$ cat config.mk
export PLATFORM = sky130hd
export DESIGN_NAME = stack_arbiter
export DESIGN_NICKNAME = d
export VERILOG_FILES = /design/src/rtl/stack_arbiter.sv
export SDC_FILE = /design/constraint.sdc
export NUM_CORES = 1
export LEC_CHECK = 0
export ABC_CLOCK_PERIOD_IN_PS = 4500
export BUFFER_PORTS_ARGS = -buffer_cell sky130_fd_sc_hd__buf_2
export CELL_PAD_IN_SITES_DETAIL_PLACEMENT = 0
export CELL_PAD_IN_SITES_GLOBAL_PLACEMENT = 2
export CORE_ASPECT_RATIO = 0.75
export CORE_MARGIN = 8
export CORE_UTILIZATION = 27
export DETAILED_ROUTE_END_ITERATION = 10
export PLACE_DENSITY_LB_ADDON = 0.1
export SLEW_MARGIN = 20
export SYNTH_ARGS = -nofsm -noshare
export SYNTH_HDL_FRONTEND = slang
export SYNTH_SLANG_ARGS = --single-unit
$ cat constraint.sdc
create_clock -name clk -period 4.5 [get_ports clk]
set_input_delay 0.45 -clock clk [delete_from_list [all_inputs] [get_ports clk]]
set_output_delay 0.45 -clock clk [all_outputs]
set_load 0.02 [all_outputs]
$ cat src/rtl/stack_arbiter.sv
// rtl/stack_arbiter.sv - two-port round-robin arbiter sequencing push/pop transactions onto an 8-deep LIFO
// Occupancy is tracked locally so that illegal operations never reach the stack.
module stack_arbiter #(
  parameter int DATA_W = 8,
  parameter int DEPTH  = 8,
  parameter int CNT_W  = 4
) (
  input  logic              clk,
  input  logic              reset,
  input  logic              a_req,
  input  logic              a_op,
  input  logic [DATA_W-1:0] a_wdata,
  output logic              a_ack,
  output logic              a_err,
  output logic [DATA_W-1:0] a_rdata,
  input  logic              b_req,
  input  logic              b_op,
  input  logic [DATA_W-1:0] b_wdata,
  output logic              b_ack,
  output logic              b_err,
  output logic [DATA_W-1:0] b_rdata,
  output logic              stk_push,
  output logic              stk_pop,
  output logic [DATA_W-1:0] stk_din,
  input  logic [DATA_W-1:0] stk_dout,
  input  logic              stk_empty,
  output logic [CNT_W-1:0]  count,
  output logic              full,
  output logic              busy,
  output logic              sync_err
);

  typedef enum logic [1:0] {
    IDLE    = 2'd0,
    ISSUE   = 2'd1,
    CAPTURE = 2'd2,
    RESP    = 2'd3
  } state_t;

  localparam logic [CNT_W-1:0] DEPTH_C = CNT_W'(DEPTH);

  state_t             state, state_nxt;
  logic               gnt_b;
  logic               last_b;
  logic               sel_b;
  logic               op_q;
  logic               err_q;
  logic               reject;
  logic [DATA_W-1:0]  wdata_q;
  logic [DATA_W-1:0]  rdata_q;
  logic [CNT_W-1:0]   cnt_q;

  // B wins when it is alone, or when both request and A was granted last.
  assign sel_b  = b_req && (!a_req || !last_b);
  assign reject = op_q ? (cnt_q == '0) : (cnt_q == DEPTH_C);

  always_comb begin
    state_nxt = state;
    stk_push  = 1'b0;
    stk_pop   = 1'b0;
    a_ack     = 1'b0;
    b_ack     = 1'b0;
    case (state)
      IDLE: begin
        if (a_req || b_req) state_nxt = ISSUE;
      end
      ISSUE: begin
        stk_push = !op_q && !reject;
        stk_pop  = op_q && !reject;
        state_nxt = (op_q && !reject) ? CAPTURE : RESP;
      end
      CAPTURE: begin
        state_nxt = RESP;
      end
      RESP: begin
        a_ack     = !gnt_b;
        b_ack     = gnt_b;
        state_nxt = IDLE;
      end
      default: state_nxt = IDLE;
    endcase
  end

  always_ff @(posedge clk) begin
    if (reset) begin
      state    <= IDLE;
      gnt_b    <= 1'b0;
      last_b   <= 1'b1;
      op_q     <= 1'b0;
      err_q    <= 1'b0;
      wdata_q  <= '0;
      rdata_q  <= '0;
      cnt_q    <= '0;
      sync_err <= 1'b0;
    end else begin
      state <= state_nxt;
      case (state)
        IDLE: begin
          if (stk_empty != (cnt_q == '0)) sync_err <= 1'b1;
          if (a_req || b_req) begin
            gnt_b   <= sel_b;
            op_q    <= sel_b ? b_op : a_op;
            wdata_q <= sel_b ? b_wdata : a_wdata;
            err_q   <= 1'b0;
          end
        end
        ISSUE: begin
          err_q <= reject;
          if (!reject) begin
            if (op_q) cnt_q <= cnt_q - CNT_W'(1);
            else      cnt_q <= cnt_q + CNT_W'(1);
          end
        end
        CAPTURE: rdata_q <= stk_dout;
        RESP:    last_b  <= gnt_b;
        default: ;
      endcase
    end
  end

  assign a_err   = a_ack && err_q;
  assign b_err   = b_ack && err_q;
  assign a_rdata = rdata_q;
  assign b_rdata = rdata_q;
  assign stk_din = wdata_q;
  assign count   = cnt_q;
  assign full    = (cnt_q == DEPTH_C);
  assign busy    = (state != IDLE);

endmodule

# Word-level counts from Yosys, hierarchy flattened

Index checks and enable logic that the tools add are counted.

Output and inout port bits: 37
Register bits: 27
Input bits: 31
Word-level logic and storage cells: 51

Bitwise logic cells: 1
Reduce and logical (&&, ||, !) cells: 20
Equality and inequality tests: 6
Muxes and demuxes: 13
Add/subtract/negate cells: 2

Operators with widths:

| kind                  | number |
|---|---|
| $mux W1               | 8 |
| $mux W8               | 1 |
| $pmux W2 S4           | 1 |
| $reduce_and A2 Y1     | 4 |
| $logic_and A1 B1 Y1   | 5 |
| $logic_not A1 Y1      | 5 |
| $add A4 B1 Y4 const B | 1 |
| $eq A2 B2 Y1 const B  | 2 |
| $eq A4 B4 Y1 const B  | 1 |
| $logic_not A4 Y1      | 1 |
| $mux W4               | 1 |
| $reduce_bool A2 Y1    | 2 |
| $sub A4 B1 Y4 const B | 1 |
| $eq A2 B1 Y1 const B  | 1 |
| $logic_not A2 Y1      | 1 |
| $logic_or A1 B1 Y1    | 2 |
| $mux W2               | 1 |
| $ne A2 B2 Y1 const B  | 1 |
| $pmux W1 S2           | 1 |
| $ne A1 B1 Y1          | 1 |
| $not A1 Y1            | 1 |

# Longest topological paths before layout

Depth in word-level cells: 6
Mapped depth: 7
Gate-level depth less buffers: 6

# Least setup slack after synthesis

OpenSTA, ideal clock, no wires.

Kind: register to output
From: register cnt_q[0] (netlist: count[0])
To: output stk_push
Setup slack: 2.716 ns
Cell stages (with the launch flop): 4
Buffers on the path: 0
Arrival time: 1.334 ns
Required time: 4.050 ns
Cells stage by stage: dfxtp_1 or3_4 nor2_1 nor3b_1

Word-level cells in the longest chain between the ends: 5
Elaborated cells between the ends (all ways): 6
Those cells by class: 1 x eq/ne; 2 x mux; 3 x reduce/logical

RTL lines:

| what                     | RTL line | text |
|---|---|---|
| start: declaration       | 51       | `logic [CNT_W-1:0] cnt_q;` |
| start signal: assignment | 110      | `if (op_q) cnt_q <= cnt_q - CNT_W'(1);` |
| start signal: assignment | 111      | `else cnt_q <= cnt_q + CNT_W'(1);` |
| $eq A4 B4 Y1             | n/a      |  |
| via full                 | 28       | `output logic full,` |
| $mux W1                  | 55       | `assign reject = op_q ? (cnt_q == '0) : (cnt_q == DEPTH_C);` |
| $logic_not A1 Y1         | n/a      |  |
| $logic_and A1 B1 Y1      | 68       | `stk_push = !op_q && !reject;` |
| $mux W1                  | 63       | `case (state)` |
| end: declaration         | 22       | `output logic stk_push,` |

The timed path passes the listed nets, and every way through them passes these cells.

# Worst setup path after layout

From: register cnt_q[0] (netlist: count[0])
To: output stk_pop

Word-level cells in the longest chain between the ends: 5
Elaborated cells between the ends (all ways): 6
Those cells by class: 1 x eq/ne; 2 x mux; 3 x reduce/logical

RTL lines:

| what                                                    | RTL line | text |
|---|---|---|
| $eq A4 B4 Y1 / $logic_not A4 Y1 (equally long branches) | 55       |  |
| $mux W1 *                                               | 55       |  |
| $logic_not A1 Y1 *                                      | n/a      |  |
| $logic_and A1 B1 Y1 *                                   | 69       | `stk_pop = op_q && !reject;` |
| $mux W1 *                                               | 63       |  |
| end: declaration                                        | 23       | `output logic stk_pop,` |

Mark *: on every way between the ends. The rest lies on a longest branch, timed or not.

==> metrics <==
skew final 0.00483 ns; Slew Limit Headroom 53.7%; pwr/cell area 641 nW/um^2; status finished clean; Antenna Nets Post-Route 0; Net count, final 244; TNS Setup 0 ns; Worst Setup Slack, final roughly 2.5 ns; Reg-to-Reg End stk_din[3]; Worst R2R Setup Slack 2.64 ns; WL final 3610 um; Cells after Synth roughly 150; PortBufs 67; leak pwr approximately 0.84 nW; Die Area 7550 sq um; post-synth top area share 40.0%; vias per cell around 4.4; fin crit share 43.5%; latest clock arrival within the worst-skew pair 0.27 ns; Slew Viols, Final 0; Least-Margin Pin Slew approximately 0.7 ns; ANT cells 0; initial antenna violation count 1; final setup vio count 0; Root Buffer clkbuf_8; post-CTS setup buffer count 0; Core Rows 22; Distinct cells, synth 32; leading area contributor after synthesis dfxtp_1; Reg2Reg Depth 6; final hold slack roughly 0.41 ns; DR iter-0 viols 67; Horiz. Die Dim 97.7 um; Startpoint Class flip-flop; Placer Congestion 0.766; Hold/Removal Path Class in -> reg; CP bufs+invs 1; dpl ws 2.66 ns; CP max-delay cell nor4_1; hold path startpoint stk_dout[4]; share of cells above drive strength 1 37.1%; vias in the first global route 1179; sequential fraction of the synthesis area 40.0%; syn_area_per_cell 9.19 sq um; vias 1177; Hold Crit Endpoint a_rdata[4]; Worst EP arrival 1.51 ns; asr flop ratio synth 0%; routed len/inst 13.6 um; clock input transition at the sequential cells of the worst setup and hold paths roughly 0.090 ns; CP required 4.05 ns; crit path cell chain nor4_1 > nor3b_1 > buf_2; DRC 0; RSZ-0062 raised after global routing false; Hold Vio Cnt, Final 0; Synth Flop Type dfxtp_1; TritonRoute pass-1 iters 4; Setup Crit Path Kind reg -> out; most common cell in the netlist dfxtp_1; synth-to-layout area growth 28.0%; DP HPWL 2870 um; syn_nets between 150 and 200; Synth Warn # 0; Post-synth EDFFs 0; clock sinks 27; synthesized area 1350 sq um; post-cts resize count 0; clock buffer count from CTS 3; Tot GR Track Use 9.18%; minimum clock period after layout just under 2 ns; Max Fanout on Critical Path 5; total grt overflow 0; Top Ports 68; TritonCTS clock tree built; initial core utilization 27.9%; IR drop worst, VDD a little under 0.0002 V; list of most frequent post-synthesis cells 27 x dfxtp_1, 26 x nor2_1, 18 x mux2i_1; area of the core a little under 5000 sq um; first-pass GRT wire length 5720 um; Critical Path Sink Type primary output; Die H ~77 um; maximum root-to-sink buffer count 2; largest net degree at the start of global routing 28; max-cap viol count 0; CTS Hold Bufs 0; Top delay family on crit path simple AND/OR/NAND/NOR gates; Max stage delay on crit path ~0.6 ns; worst r2r src state[0]; top post-synthesis cells by area dfxtp_1 40%, mux2i_1 13%, nor2_1 7.2%, a211oi_1 5.6%, ha_1 5.6%; Fmax achieved between 500 and 600 MHz; Yosys reg bits 27; Cells on Worst Hold Path 3; H-tree Lvls 1
-- layer usage --
layer	vias to the layer above	track usage, %	part of all wire [%]
met3	4	5.64	9.8
li1	622	-	-
met4	2	1.81	0.69
met1	511	11.3	48
met2	38	13.3	42
met5	-	0	0.22
-- cell usage in the layout, fill, tap and decap left out, types with 2 or more instances in the layout --
cell type / n
and3_1: 2
buf_2: 67
a211oi_1: 10
mux2i_1: 18
o21ai_0: 4
ha_1: 6
nor2_1: 26
dfxtp_1: 27
xnor2_1: 2
inv_1: 9
nand2_1: 2
nor3b_1: 2
nand3_1: 2
a21oi_1: 7
clkbuf_8: 3
and2_1: 2
-- how the worst max path moves through the flow --
stage                     cells after the start     start          to
after global placement                        6  state[0]        op_q
final                                         3  count[0]     stk_pop
after detailed placement                      6  state[0]  stk_din[3]
after global routing                          3  count[1]     stk_pop
after CTS                                     3  count[0]     stk_pop
after floorplan                               3  count[0]    stk_push
-- registers in the layout, summed over array words and instances (netlist names) --
signal / cells
sync_err: 1
last_b: 1
stk_din: 8
a_rdata: 8
op_q: 1
gnt_b: 1
state: 2
err_q: 1
count: 4
-- power by group --
part	internal [mW]	switching, mW
Combinational	0.228	0.364
Clock	0.0634	0.0752
Sequential	0.316	0.0620
-- cell type report --
class | instances | area [sq um]
Clock buffer | 4 | 45.0
Fill cell | 516 | 3120
Inverter | 9 | 33.8
Multi-Input combinational cell | 97 | 692
Sequential cell | 27 | 541
Tap cell | 60 | 75.1
Timing Repair Buffer | 68 | 343
-- stage by stage --
stage	util, %	cells	instance area [sq um]	power [mW]
3_3_place_gp	34.8	261	1680	0.981
3_5_place_dp	34.8	261	1680	0.983
6_report	35.7	265	1730	1.11
5_1_grt	35.7	265	1730	1.21
4_1_cts	35.7	265	1730	1.13
2_1_floorplan	-	147	1350	0.824
-- logic make-up after synthesis --
| kind of cell | after synthesis | share of synthesized area (%) |
|---|---|---|
| AND/OR/NAND/NOR | 41 | 14.4 |
| AO/OA/AOI/OAI | 27 | 13.2 |
| flip-flops | 27 | 40.0 |
| buffers and inverters | 23 | 8.80 |
| multiplexers | 18 | 13.3 |
| adder cells (fa/ha/maj) | 7 | 7.04 |
| XOR/XNOR | 4 | 3.15 |
-- worst reg2reg max path, stage by stage (launching register included) --
cell      delay, ns
dfxtp_1        0.37
inv_1          0.10
ha_1           0.26
inv_1          0.13
nor2_2         0.57
nor2_1         0.09
a211oi_1       0.25
No activity file was read; power rests on OpenSTA's default activity.
